File: src/rtl/freq_gate_meas.sv
// Gated edge-count frequency measurement: counts synchronised rising edges of
// sig_in over a GATE_CYCLES window, then holds the count until acknowledged.
module freq_gate_meas #(
    parameter int GATE_CYCLES = 1000,
    parameter int CNT_W       = 16
) (
    input  logic             clk,
    input  logic             rst,
    input  logic             sig_in,
    input  logic             start,
    input  logic             ack,
    output logic             busy,
    output logic             valid,
    output logic [CNT_W-1:0] result,
    output logic             ovf
);

    localparam int TW = $clog2(GATE_CYCLES);
    localparam logic [TW-1:0] T_LOAD = TW'(GATE_CYCLES - 1);

    typedef enum logic [1:0] {
        S_IDLE,
        S_GATE,
        S_HOLD
    } state_t;

    state_t           state_q, state_d;
    logic [2:0]       sync_q, sync_d;
    logic [TW-1:0]    timer_q, timer_d;
    logic [CNT_W-1:0] cnt_q, cnt_d;
    logic             flag_q, flag_d;
    logic [CNT_W-1:0] result_q, result_d;
    logic             ovf_q, ovf_d;

    logic             edge_p;
    logic [CNT_W-1:0] cnt_nxt;
    logic             flag_nxt;

    // sync_q[0..1] form the synchroniser, sync_q[2] is the history flop;
    // it runs in every state so gate opening never sees a stale level.
    assign sync_d = {sync_q[1:0], sig_in};
    assign edge_p = sync_q[1] & ~sync_q[2];

    always_comb begin
        cnt_nxt  = cnt_q;
        flag_nxt = flag_q;
        if (edge_p) begin
            if (&cnt_q) flag_nxt = 1'b1;
            else        cnt_nxt  = cnt_q + CNT_W'(1);
        end
    end

    always_comb begin
        state_d  = state_q;
        timer_d  = timer_q;
        cnt_d    = cnt_q;
        flag_d   = flag_q;
        result_d = result_q;
        ovf_d    = ovf_q;
        unique case (state_q)
            S_IDLE: begin
                if (start) begin
                    state_d = S_GATE;
                    timer_d = T_LOAD;
                    cnt_d   = '0;
                    flag_d  = 1'b0;
                end
            end
            S_GATE: begin
                cnt_d  = cnt_nxt;
                flag_d = flag_nxt;
                if (timer_q == '0) begin
                    result_d = cnt_nxt;
                    ovf_d    = flag_nxt;
                    state_d  = S_HOLD;
                end else begin
                    timer_d = timer_q - TW'(1);
                end
            end
            S_HOLD: begin
                if (ack) state_d = S_IDLE;
            end
            default: state_d = S_IDLE;
        endcase
    end

    always_ff @(posedge clk or negedge rst) begin
        if (!rst) begin
            state_q  <= S_IDLE;
            sync_q   <= '0;
            timer_q  <= '0;
            cnt_q    <= '0;
            flag_q   <= 1'b0;
            result_q <= '0;
            ovf_q    <= 1'b0;
        end else begin
            state_q  <= state_d;
            sync_q   <= sync_d;
            timer_q  <= timer_d;
            cnt_q    <= cnt_d;
            flag_q   <= flag_d;
            result_q <= result_d;
            ovf_q    <= ovf_d;
        end
    end

    assign busy   = (state_q == S_GATE);
    assign valid  = (state_q == S_HOLD);
    assign result = result_q;
    assign ovf    = ovf_q;

endmodule

File: config.mk
export PLATFORM = sky130hd
export DESIGN_NAME = freq_gate_meas
export DESIGN_NICKNAME = d
export VERILOG_FILES = /design/src/rtl/freq_gate_meas.sv
export SDC_FILE = /design/constraint.sdc
export NUM_CORES = 1
export LEC_CHECK = 0
export ABC_AREA = 0
export BUFFER_PORTS_ARGS = -buffer_cell sky130_fd_sc_hd__clkbuf_2
export CAP_MARGIN = 0
export CORE_ASPECT_RATIO = 0.7
export CORE_MARGIN = 5
export CORE_UTILIZATION = 56
export CTS_CLUSTER_DIAMETER = 150
export CTS_CLUSTER_SIZE = 12
export DETAILED_ROUTE_END_ITERATION = 7
export HOLD_SLACK_MARGIN = 0.05
export PLACE_DENSITY = 0.75
export SLEW_MARGIN = 5
export SYNTH_ARGS = -nofsm -noshare
export SYNTH_HDL_FRONTEND = slang
export SYNTH_SLANG_ARGS = --single-unit
File: constraint.sdc
create_clock -name clk -period 4.1 [get_ports clk]
set_input_delay 0.82 -clock clk [delete_from_list [all_inputs] [get_ports clk]]
set_output_delay 0.82 -clock clk [all_outputs]
set_load 0.02 [all_outputs]
After elaboration in Yosys (flattened, before gate mapping)
Index checks and enable logic that the tools add are counted.
{"block": "word_totals", "register_bits": 49, "in_bits": 5, "wordCells": 40}
{"block": "classes", "n_eq_ne": 6, "add_sub_neg": 2, "bitwise": 2, "muxes": 15, "reduce_logical": 8}
{"cell": "$mux W16", "count": 3}
{"cell": "$pmux W16 S2", "count": 1}
{"cell": "$mux W10", "count": 2}
{"cell": "$pmux W10 S2", "count": 1}
{"cell": "$add A16 B1 Y16 const B", "count": 1}
{"cell": "$reduce_and A16 Y1", "count": 1}
{"cell": "$logic_not A10 Y1", "count": 1}
{"cell": "$sub A10 B1 Y10 const B", "count": 1}
{"cell": "$mux W2", "count": 3}
{"cell": "$ne A2 B2 Y1 const B", "count": 3}
{"cell": "$pmux W2 S3", "count": 1}
{"cell": "$reduce_and A3 Y1", "count": 2}
{"cell": "$reduce_and A2 Y1", "count": 2}
{"cell": "$mux W1", "count": 3}
{"cell": "$eq A2 B1 Y1 const B", "count": 1}
{"cell": "$eq A2 B2 Y1 const B", "count": 1}
{"cell": "$logic_not A2 Y1", "count": 1}
{"cell": "$ne A2 B1 Y1 const B", "count": 1}
{"cell": "$pmux W1 S2", "count": 1}
{"cell": "$reduce_bool A2 Y1", "count": 1}
{"cell": "$and A1 B1 Y1", "count": 1}
{"cell": "$not A1 Y1", "count": 1}

Longest topological paths before layout
{"block": "logic_depth", "ltp_word": 4, "ltp_mapped": 8, "depth_no_buf": 6}

Worst setup path after synthesis
OpenSTA, ideal clock, no wires.
{"block": "synth_path", "path_kind": "register to output", "start": "register state_q[0]", "end": "output port busy", "path_slack_ns": 2.104, "arrival_time_ns": 1.176, "t_required_ns": 3.280, "stages_incl_launch_ff": 4, "path_buffers": 1, "path_cell_list": "dfrtp_1 -> or2b_1 -> clkinv_1 -> clkbuf_1"}
{"block": "synth_via", "elab_chain_len": 1}
{"element": "start: declaration", "line_no": "27", "text": "state_t state_q, state_d;"}
{"element": "start signal: assignment", "line_no": "97", "text": "state_q <= state_d;"}
{"element": "$eq A2 B1 Y1", "line_no": "107", "text": "assign busy = (state_q == S_GATE);"}
{"element": "end: declaration", "line_no": "12", "text": "output logic busy,"}
No other way between the ends.

Final worst setup path
{"block": "layout_path", "start": "register timer_q[4]", "end": "register result_q[10], in the netlist result[10]"}
{"block": "layout_via", "elab_chain_len": 2}
{"element": "start: declaration", "line_no": "29", "text": "logic [TW-1:0] timer_q, timer_d;"}
{"element": "start signal: assignment", "line_no": "99", "text": "timer_q <= timer_d;"}
{"element": "$logic_not A10 Y1", "line_no": "72", "text": "if (timer_q == '0) begin"}
{"element": "$reduce_and A2 Y1 (no source line)"}
{"element": "end signal: assignment", "line_no": "102", "text": "result_q <= result_d;"}
{"element": "end: declaration", "line_no": "32", "text": "logic [CNT_W-1:0] result_q, result_d;"}
No other way between the ends.
A chain may end at the register's enable or synchronous reset.

==> results.toml <==
[route]
routed_wirelength_mm = 6.119
via_count = 2380
drt_pass1_iterations = 5
drcViolationCount = 0
drt_iter0_markers = 223
vias_per_cell = 6.415
wl_per_cell_um = 16.49
ant_nets = 0

[logic_synthesis]
synth_top_family_by_area = "simple AND/OR/NAND/NOR gates"
synth_enable_flop_cells = 0
ys_async_sr_fraction_pct = 100.0
synthesis.area_sq_um = 2716
syn_nets = 302
synthFlopType = "dfrtp_1"
seq_area_frac_synth_pct = 45.14
synth_fa_ha_area_share_pct = 0.9212
synth_warnings = 0
synth_mux_area_share_pct = 0.3685
synthSimpleGateAreaFrac_pct = 28.14
syn-instance-count = 295
synth_seq_cells = 49
ys_types = 55
syn_avg_cell_area_sq_um = 9.208
synth_xor_area_share_pct = 0.9673
synth_compound_area_share_pct = 20.54

[die]
fp.dieW_um = 93.25
num_rows = 21
core-area_sq_um = 4730
initial_core_util_pct = 57.43
ios = 24
fp.dieArea_sq_um = 6366
die_h_um = 68.27

[cts]
cts-root-buf = "clkbuf_8"
cts_hold_buf = 0
clock_path_buffers = 2
cts.sinks = 49
post_cts_buffers = 0
clkTransAtPathRegs_ns = 0.09
clock_latency_ns = 0.29
tritoncts = "built"
cts_max_level = 2
numCtsBuffers = 5
cts_resized = 0

[layout]
area_growth_pct = 7.969
finalInstanceArea_sq_um = 2933
antenna_cells = 0
layout.nets = 320
nFillCells = 384
drive_gt1_share_pct = 12.74

[worst_setup_path]
r2r_slack_ns = 1.53
endpoint_kind = "flop"
worstSetupPathType = "reg -> reg"
worstPathMaxFanout = 29
timing.rr.end = "result[10]$_DFFE_PN0P_"
cp.arrival_ns = 2.80
cp.required_ns = 4.33
crit_chain = "nor4_1, and4_1, o311ai_0, nand3_1"
rr_worst_depth = 4
critPathMaxStageDelay_ns = 0.97
r2r_start = "timer_q[4]$_DFFE_PN0P_"
crit_path_start_kind = "flop"
crit_path_top_delay_cell = "and4_1"

[global_routing]
grt.met2_usage_pct = 31.79
grt.total_usage_pct = 20.98
overflow = 0
antenna_found_initial = 0
grt-busiest-layer = "met2"
grt_pass1_wl_mm = 10.59
grt_pass1_vias = 2184
grt_max_degree = 36
grt_use_met1_pct = 31.19
use_met3_pct = 4.176

[min_path]
hold_start = "sync_q[0]$_DFF_PN0_"
hold_class = "reg -> reg"
holdPathStages = 0
min_to = "sync_q[1]$_DFF_PN0_"

[place]
gp_congestion = 0.7816
dpl.hpwl_mm = 4.298
io_buffer_count = 23
postPlaceCellArea_sq_um = 2853

[timing]
timing.fmax_mhz = 389.5
period_needed_ns = 2.567
fin_skew_ns = 0.007477
relSlewSlack_pct = 35.10
finalCritPeriodShare_pct = 62.62
final_max_slew_viol_count = 0
worst_slew_pin_slew_ns = 0.9654
rsz0062_at_grt = "no"
setup_violations = 0
hold_viol = 0
setup_tns_ns = 0

[power]
vdd_drop_max_uv = 207.8
leakagePower_nw = 1.236
pwr_density_cell_nw_per_um2 = 409.6

[flow_run]
cap_violations = 0

[outcome]
status = "complete, no violations"
-- worst max-delay path by stage --
stage / start / slack [ns] / depth (start not counted) / endpoint
after floorplan: state_q[0]$_DFFE_PN0P_ / 2.10 / 3 / busy
after global placement: timer_q[4]$_DFFE_PN0P_ / 1.68 / 4 / result[10]$_DFFE_PN0P_
after detailed placement: timer_q[4]$_DFFE_PN0P_ / 1.56 / 4 / result[10]$_DFFE_PN0P_
after CTS: timer_q[5]$_DFFE_PN0P_ / 1.55 / 4 / result[10]$_DFFE_PN0P_
after global routing: timer_q[5]$_DFFE_PN0P_ / 1.26 / 4 / result[10]$_DFFE_PN0P_
final: timer_q[4]$_DFFE_PN0P_ / 1.53 / 4 / result[10]$_DFFE_PN0P_
-- layout by cell type (no fill, tap or decap), types with 5 or more instances in the layout --
cell	count
or4_1	6
nor4_1	5
clkbuf_2	23
dfrtp_1	49
o31ai_1	6
clkbuf_8	5
nor2_1	28
nor3_1	7
a21oi_1	8
nand2_1	21
nand4_1	7
o21ai_0	20
inv_1	8
or3_1	11
a31oi_1	24
nand3_1	17
-- per-stage QoR --
stage	cells	power (W)	util [%]	setup WS (ns)	hold slack, ns
floorplan	295	0.0008625	-	2.104	0.3312
global placement	363	0.0009226	60.32	1.677	0.3351
detailed placement	363	0.0009334	60.32	1.563	0.3442
CTS	371	0.001207	62.01	1.550	0.3641
global route	371	0.001283	62.01	1.263	0.3813
finish	371	0.001201	62.01	1.533	0.3588
-- flip-flops by register name, summed over array words and instances (netlist names) --
name	cells
timer_q	10
flag_q	1
result	16
ovf	1
cnt_q	16
sync_q	3
state_q	2
-- Yosys cell counts, drive strengths merged (2+ instances only) --
cell type	n	area share, %
nor4	8	2.5
ha	2	0.92
clkbuf	7	1.0
nand3	17	3.1
nand2	21	2.9
nor2b	2	0.46
nand3b	4	1.1
a22o	2	0.64
nand2b	3	0.69
nor2	28	3.9
o21ai	20	3.7
a21oi	8	1.5
a311oi	2	0.64
buf	8	1.7
dfrtp	49	45
inv	8	1.1
xnor2	3	0.97
and4	3	0.97
and3b	2	0.64
and3	3	0.69
o211ai	4	1.1
or4	7	2.1
a211oi	2	0.55
a41oi	3	1.2
nor3	7	1.3
o311ai	3	0.97
or2	2	0.46
nand4	9	2.9
or3	11	2.5
o31ai	6	1.7
a31oi	24	5.5
-- metal layers --
layer | wire length [um] | share of wire [%] | vias up
met5 | 0 | 0 | -
met4 | 24 | 0.39 | 0
met3 | 416 | 6.8 | 2
met2 | 2573 | 42 | 79
met1 | 3105 | 51 | 1133
li1 | - | - | 1166
-- critical path, delay by kind of cell, from the launching register on --
family          cells  cell delay (ns)
flops               1             0.45
simple gates        3             1.76
compound gates      1             0.30
-- cell type report --
| type | instances | area (sq um) | area share (%) |
|---|---|---|---|
| Clock buffer | 8 | 80.08 | 2.730 |
| Inverter | 9 | 33.78 | 1.152 |
| Multi-Input combinational cell | 222 | 1384 | 47.18 |
| Sequential cell | 49 | 1226 | 41.81 |
| Tap cell | 57 | 71.32 | 2.432 |
| Timing Repair Buffer | 26 | 137.6 | 4.693 |
-- cells by family (layout without fill, tap and decap cells) --
| group | count (synthesis) | after routing |
|---|---|---|
| XOR/XNOR | 3 | 3 |
| adder cells (fa/ha/maj) | 2 | 2 |
| multiplexers | 1 | 1 |
| buffers and inverters | 24 | 43 |
| AO/OA/AOI/OAI | 83 | 83 |
| flip-flops | 49 | 49 |
| AND/OR/NAND/NOR | 133 | 133 |
-- where the power goes --
part / leakage [nW] / switching [W] / total [W] / internal (W)
clock network: 0.0395 / 0.000149 / 0.000271 / 0.000122
registers: 0.623 / 0.000125 / 0.000686 / 0.000561
logic: 0.574 / 0.000134 / 0.000245 / 0.000111
total: 1.24 / 0.000408 / 0.00120 / 0.000793
Power figures use the tool's default switching activity.
